$ cat src/rtl/serial_seq_detector_if.sv
// Serial detector bus: sampled bit, enable, and detector status outputs.
// master drives din/en; slave (the detector) drives the status signals.
interface serial_seq_detector_if #(
    parameter int N     = 4,
    parameter int CNT_W = 8
);
    logic             din;
    logic             en;
    logic [N-1:0]     shreg;
    logic             primed;
    logic             match;
    logic [CNT_W-1:0] match_cnt;

    modport master (
        output din, en,
        input  shreg, primed, match, match_cnt
    );

    modport slave (
        input  din, en,
        output shreg, primed, match, match_cnt
    );
endinterface

$ cat src/rtl/serial_seq_detector.sv
// serial_seq_detector: shifts enabled din bits into an N-bit register and
// pulses match when the last N fresh bits equal PATTERN (MSB = oldest bit).
// Matches are counted in a saturating CNT_W-bit counter.
// Optional macro SEQ_OVERLAP_EN: overlapping detection (bits reused across
// matches). Without it, each match restarts the fill so the next hit needs
// N fresh bits; the restart lands on the edge after the match edge, so
// primed is still 1 during the match cycle.
module serial_seq_detector #(
    parameter int           N       = 4,
    parameter logic [N-1:0] PATTERN = 4'b1011,
    parameter int           CNT_W   = 8
) (
    input  logic                  clk,
    input  logic                  clr,
    serial_seq_detector_if.slave  bus
);
    localparam int            FW   = $clog2(N + 1);
    localparam logic [FW-1:0] FULL = FW'(N);

    typedef enum logic [1:0] {IDLE, FILL, ARMED} state_t;

    state_t           state;
    logic [N-1:0]     shreg_q;
    logic [FW-1:0]    fill_q;
    logic             primed_q;
    logic             match_q;
    logic [CNT_W-1:0] cnt_q;

    state_t           state_base;
    logic [FW-1:0]    fill_base;
    logic [FW-1:0]    fill_nxt;
    logic [N-1:0]     sh_nxt;
    logic             hit;

    // Next-bit view: state/fill after any pending restart, plus the shifted value
    always_comb begin
        sh_nxt = {shreg_q[N-2:0], bus.din};
`ifdef SEQ_OVERLAP_EN
        state_base = state;
        fill_base  = fill_q;
`else
        // match_q high means the previous edge completed a hit: start over
        state_base = match_q ? FILL : state;
        fill_base  = match_q ? '0   : fill_q;
`endif
        fill_nxt = (state_base == ARMED) ? FULL : fill_base + 1'b1;
        hit      = bus.en && (fill_nxt == FULL) && (sh_nxt == PATTERN);
    end

    // Detector FSM, shift register, fill count and match counter
    always_ff @(posedge clk) begin
        if (clr) begin
            state    <= IDLE;
            shreg_q  <= '0;
            fill_q   <= '0;
            primed_q <= 1'b0;
            match_q  <= 1'b0;
            cnt_q    <= '0;
        end else begin
            match_q <= hit;
            if (bus.en) begin
                shreg_q  <= sh_nxt;
                fill_q   <= fill_nxt;
                primed_q <= (fill_nxt == FULL);
                state    <= (fill_nxt == FULL) ? ARMED : FILL;
                if (hit && (cnt_q != '1))
                    cnt_q <= cnt_q + 1'b1;
            end else begin
                // Data holds; only a pending restart is applied
                fill_q   <= fill_base;
                primed_q <= (fill_base == FULL);
                state    <= state_base;
            end
        end
    end

    assign bus.shreg     = shreg_q;
    assign bus.primed    = primed_q;
    assign bus.match     = match_q;
    assign bus.match_cnt = cnt_q;
endmodule
$ cat src/flat_wrapper.sv
// flat-port wrapper written by rule: the top's interface ports become plain ports
module serial_seq_detector_flat 
#(
    parameter int           N       = 4,
    parameter logic [N-1:0] PATTERN = 4'b1011,
    parameter int           CNT_W   = 8
)
  (clk, clr, bus_din, bus_en, bus_shreg, bus_primed, bus_match, bus_match_cnt);
  serial_seq_detector_if #(.N(N), .CNT_W(CNT_W)) bus_i ();
  input  logic clk;
  input  logic clr;
  input wire logic [$bits(bus_i.din)-1:0] bus_din;
  input wire logic [$bits(bus_i.en)-1:0] bus_en;
  output wire logic [$bits(bus_i.shreg)-1:0] bus_shreg;
  output wire logic [$bits(bus_i.primed)-1:0] bus_primed;
  output wire logic [$bits(bus_i.match)-1:0] bus_match;
  output wire logic [$bits(bus_i.match_cnt)-1:0] bus_match_cnt;
  assign bus_i.din = bus_din;
  assign bus_i.en = bus_en;
  assign bus_shreg = bus_i.shreg;
  assign bus_primed = bus_i.primed;
  assign bus_match = bus_i.match;
  assign bus_match_cnt = bus_i.match_cnt;
  serial_seq_detector #(.N(N), .PATTERN(PATTERN), .CNT_W(CNT_W)) u_core (.clk(clk), .clr(clr), .bus(bus_i));
endmodule
$ cat config.mk
export PLATFORM = sky130hd
export DESIGN_NAME = serial_seq_detector_flat
export DESIGN_NICKNAME = d
export VERILOG_FILES = /design/src/rtl/serial_seq_detector_if.sv /design/src/rtl/serial_seq_detector.sv /design/src/flat_wrapper.sv
export SDC_FILE = /design/constraint.sdc
export NUM_CORES = 1
export LEC_CHECK = 0
export BUFFER_PORTS_ARGS = -buffer_cell sky130_fd_sc_hd__clkbuf_2
export CORE_MARGIN = 3
export CORE_UTILIZATION = 45
export CTS_BUF_LIST = sky130_fd_sc_hd__clkbuf_8
export CTS_CLUSTER_SIZE = 12
export DETAILED_ROUTE_END_ITERATION = 7
export PLACE_DENSITY = 0.67
export RECOVER_POWER = 50
export SLEW_MARGIN = 20
export SYNTH_ARGS = -nofsm -noshare
export SYNTH_HDL_FRONTEND = slang
export SYNTH_SLANG_ARGS = --single-unit
export TNS_END_PERCENT = 5
$ cat constraint.sdc
create_clock -name clk -period 2.65 [get_ports clk]
set_input_delay 0.3975 -clock clk [delete_from_list [all_inputs] [get_ports clk]]
set_output_delay 0.3975 -clock clk [all_outputs]
set_load 0.1 [all_outputs]
After elaboration in Yosys (flattened, before gate mapping)
Index checks and enable logic that the tools add are counted.
W data, S select, Z words.
- $add $sub $neg: 2
- multiply operators: 0
- divide/modulo/power cells: 0
- magnitude comparators: 0
- eq/ne operators: 5
- shift operators: 0
- mux-type cells: 7
- bitwise logic cells: 0
- reductions and logical operators: 4
- operator list (operator ; count):
    $mux W3 ; 3
    $add A8 B1 Y8 const B ; 1
    $ne A8 B8 Y1 const B ; 1
    $eq A3 B3 Y1 const B ; 2
    $mux W2 ; 3
    $eq A4 B4 Y1 const B ; 1
    $add A3 B1 Y3 const B ; 1
    $logic_and A1 B1 Y1 ; 3
    $eq A2 B2 Y1 const B ; 1
    $reduce_and A2 Y1 ; 1
    $mux W1 ; 1
- register bits: 19
- latch bits: 0
- memory bits (writable): 0
- bits in read-only memories: 0
- bits of input ports: 4
- output and inout port bits: 14
- logic and storage cells: 24
- memories: 0

Logic depth before layout (Yosys ltp)
- depth in word-level cells: 8
- depth in mapped cells: 8
- depth with buffers taken out: 6

Worst setup path before layout
OpenSTA, ideal clock, no wires.
- path kind: register -> register
- start point: register u_core.match_q, in the netlist u_core.bus.match
- end point: register u_core.cnt_q[1], in the netlist u_core.bus.match_cnt[1]
- library setup time: 0.071 ns
- arrival time: 2.598 ns
- required time: 2.579 ns
- path slack: -0.019 ns
- cell stages (with the launch flop): 9
- clock period less this slack: 2.669 ns
- cells stage by stage: dfxtp_1 buf_6 nand2b_1 ha_1 nand2b_1 o21a_1 buf_2 or3b_2 a21oi_1
- longest elaborated chain between the ends: 8
- elaborated cells on any way between the ends: 10
- ends and longest elaborated chain (what ; RTL line ; text):
    start: declaration ; serial_seq_detector.sv:26 ; logic match_q;
    start signal: assignment ; serial_seq_detector.sv:60 ; match_q <= hit;
    $mux W3 / $mux W2 (equally long branches) ; serial_seq_detector.sv:44, serial_seq_detector.sv:43 ;
    $add A3 B1 Y3 / $eq A2 B2 Y1 (equally long branches) ; serial_seq_detector.sv:46 ; fill_nxt = (state_base == ARMED) ? FULL : fill_base + 1'b1;
    $mux W3 * ; serial_seq_detector.sv:46 ;
    $eq A3 B3 Y1 * ; serial_seq_detector.sv:47 ; hit = bus.en && (fill_nxt == FULL) && (sh_nxt == PATTERN);
    $logic_and A1 B1 Y1 * (2 in series) ; serial_seq_detector.sv:47 ;
    $logic_and A1 B1 Y1 * ; serial_seq_detector.sv:66 ; if (hit && (cnt_q != '1))
    $reduce_and A2 Y1 (no source line) * ; -- ;
    end signal: assignment ; serial_seq_detector.sv:67 ; cnt_q <= cnt_q + 1'b1;
    end: declaration ; serial_seq_detector.sv:27 ; logic [CNT_W-1:0] cnt_q;
Mark *: on every way between the ends. The rest lies on a longest branch, timed or not.
A chain may end at the register's enable or synchronous reset.

Final worst setup path
- start point: register u_core.match_q, in the netlist u_core.bus.match
- end point: register u_core.cnt_q[3], in the netlist u_core.bus.match_cnt[3]
Same word-level chain as after synthesis.

==> flow_summary_export.csv <==
group,metric,value,unit
worst_setup_path,path_cells,"nand2b_1 > ha_1 > nand2b_1 > o21a_1 > or4_1 > a21oi_1",
logic_synthesis,netlist.area_leader.share,0.4103,
sta,fin_setup_tns,0,ns
logic_synthesis,synthTopCellsByArea,"dfxtp_1, a21oi_1, nor2_1",
clock_tree,cts_tree,"done",
drt,dr.pass1.iters,4,
logic_synthesis,synth_ff_type,"dfxtp_1",
clock_tree,postCtsSetupBuffers,0,
sta,slew-limit-headroom,0.2253,
grt,grt_pass1_wl,3.201,mm
outcome,outcome,"finished, final reports clean",
final_layout,num-nets-final,127,
worst_setup_path,cp_top_family,"simple AND/OR/NAND/NOR gates",
logic_synthesis,synth-async-reset-ratio,0,
final_layout,antennaDiodeCount,0,
drt,vias,813,
flow_run,max_cap_viol_count,0,
final_layout,syn_to_final_growth,11.88,%
drt,wl_met1,874,um
final_layout,fillers,195,
drt,dr_wl_met2,869,um
sta,hold_viol,0,
clock_tree,cts_resized,0,
floorplan,die_h,51.39,um
worst_setup_path,cp.required,2.84,ns
sta,fin_skew,0.005628,ns
worst_setup_path,cp_slowest_cell,"or4_1",
sta,period_minus_slack,2.197,ns
logic_synthesis,ys_ff_latch,19,
grt,overflow,0,
logic_synthesis,synth_edf_count,0,
worst_setup_path,critPathBufInv,0,
grt,grt_usage,0.1639,
sta,finalSetupViolCount,0,
grt,grt_max_degree,20,
clock_tree,numCtsBuffers,3,
logic_synthesis,yosys.area.top_type,"dfxtp_1",
drt,routed_via_density,5.607,
floorplan,fp-row-count,15,
clock_tree,clock_latency,0.26,ns
placed_design,pre_cts_ws,0.5570,ns
placed_design,gp_congestion,0.7877,
sta,worst_pin_slew,1.167,ns
drt,drt_iter0_drc,9,
worst_setup_path,end_kind,"register",
pwr,leakage,0.0003750,uW
pwr,vdd_ir_drop_max,0.5085,mV
pwr,power-per-cell-area,541.3,nW/um^2
floorplan,dieArea,2641,um^2
placed_design,portBuffers,17,
sta,layout_setup_ws,0.4531,ns
logic_synthesis,syn_nets,111,
worst_setup_path,slowest_delay,0.55,ns
drt,dr_wl_met3,80,um
final_layout,drive_above_1_share,0.1000,
grt,antenna_found_initial,0,
logic_synthesis,synth_cell_types,38,
logic_synthesis,yosysSeqAreaShare,0.4103,
floorplan,core,1839,um^2
drt,postRouteAntennaNets,0,
logic_synthesis,syn_area,927.1,um^2
floorplan,num_io_pins,18,
grt,grt_pass1_vias,716,
drt,route.detailed.drc,0,
logic_synthesis,ys_top_cells_by_count,"dfxtp_1, a21oi_1, nor2_1",
logic_synthesis,syn_inst,105,
floorplan,die_w,51.39,um
clock_tree,clockBufferDepth,2,
drt,top_layer,"met4",
worst_setup_path,start_kind,"register",
worst_setup_path,critPathKind,"reg2reg",
logic_synthesis,syn_area_per_cell,8.830,um^2
drt,post_drt_wl_per_cell,12.86,um
sta,drv_slew,0,
clock_tree,clock_tree.root_cell,"clkbuf_8",
placed_design,hpwl,1.317,mm
floorplan,start_util,0.5041,
worst_setup_path,crit_top_cell,"nand2b_1",
clock_tree,clock-sinks,19,
logic_synthesis,synthMostInstantiatedCell,"dfxtp_1",
clock_tree,htree_levels,1,
sta,max_freq,455.2,MHz
worst_setup_path,arrival,2.39,ns
drt,routed_wl,1.865,mm
clock_tree,cts_hold_buffers,0,
worst_hold_path,hold_path.class,"in2reg",
sta,min_period_over_period,0.8290,
clock_tree,clkSlewWorstSetupHoldPaths,0.07,ns
sta,rsz0062_at_grt,"false",
logic_synthesis,yosys_warnings,0,
worst_setup_path,path_max_fanout,15,
through the flow:
step                power (uW)  std cells  instance area, um^2  hold WS (ns)    util
floorplan                359.3        105                928.4        0.4702       -
global placement         369.8        141                 1006        0.4757  0.5469
detailed placement       371.4        141                 1006        0.4930  0.5469
CTS                      571.8        145                 1051        0.3895  0.5714
global route             587.2        145                 1037        0.4085  0.5639
finish                   561.4        145                 1037        0.3939  0.5639
state kept, by name, indices dropped and copies added (netlist names):
| register | count |
|---|---|
| u_core.fill_q | 3 |
| u_core.bus.match | 1 |
| u_core.state | 2 |
| u_core.bus.shreg | 4 |
| u_core.bus.match_cnt | 8 |
| u_core.bus.primed | 1 |
logic make-up (layout without fill, tap and decap cells):
family / after synthesis / count (layout) / share of synthesized area
simple gates: 41 / 41 / 0.2578
compound gates: 29 / 29 / 0.1984
flops: 19 / 19 / 0.4103
buf+inv: 9 / 24 / 0.05397
mux: 4 / 4 / 0.04319
fa+ha+maj: 2 / 2 / 0.02699
xor+xnor: 1 / 1 / 0.009448
cells in the final DEF, fill, tap and decap left out, types with 2 or more instances in the layout:
cell,netlist,layout
dfxtp_1,19,19
clkbuf_8,0,3
nor2_1,11,11
clkbuf_2,0,7
inv_1,3,4
nand2b_1,5,5
a21oi_1,13,13
nand3_1,4,4
ha_1,2,2
nor4_1,2,2
o21ai_0,3,3
o31ai_1,3,3
nand2_1,3,3
and4_1,2,2
or4_1,3,3
mux2i_1,4,4
nor3_1,2,2
and3_1,2,2
clkbuf_1,1,10
tightest hold or removal path: stages:
cell and delay [ns]:
clkbuf_2 0.09, mux2i_1 0.06, nor2_1 0.07
layer usage:
layer  track usage  vias up
met5             0        -
met1        0.1872      371
met4       0.09170        0
met2        0.2669       15
li1              -      422
met3       0.05248        5
path summary, 6_finish.rpt:
| check | from | endpoint | slack (ns) | cells past startpoint |
|---|---|---|---|---|
| max | u_core.bus.match | u_core.bus.match_cnt[3] | 0.45 | 6 |
| min | bus_din | u_core.bus.shreg[0] | 0.39 | 3 |
| max reg2reg | u_core.bus.match | u_core.bus.match_cnt[3] | 0.45 | 6 |
| min reg2reg | u_core.bus.shreg[3] | u_core.bus.shreg[3] | 0.50 | 2 |
where the power goes:
| group | internal [uW] | switching [uW] | leakage (uW) |
|---|---|---|---|
| logic | 18.4 | 45.3 | 0.000194 |
| registers | 293 | 6.98 | 0.000154 |
| clock network | 103 | 94.4 | 0.0000269 |
| total | 415 | 147 | 0.000375 |
cell type report:
type	instances	area, um^2	area share
clock buffers	3	41.29	0.03981
clock inverters	1	3.754	0.003619
inverters	3	11.26	0.01086
multi-input cells	77	496.7	0.4789
flip-flops and latches	19	380.4	0.3667
well taps	25	31.28	0.03016
repair buffers	17	72.57	0.06996
No activity file was read; power rests on OpenSTA's default activity.
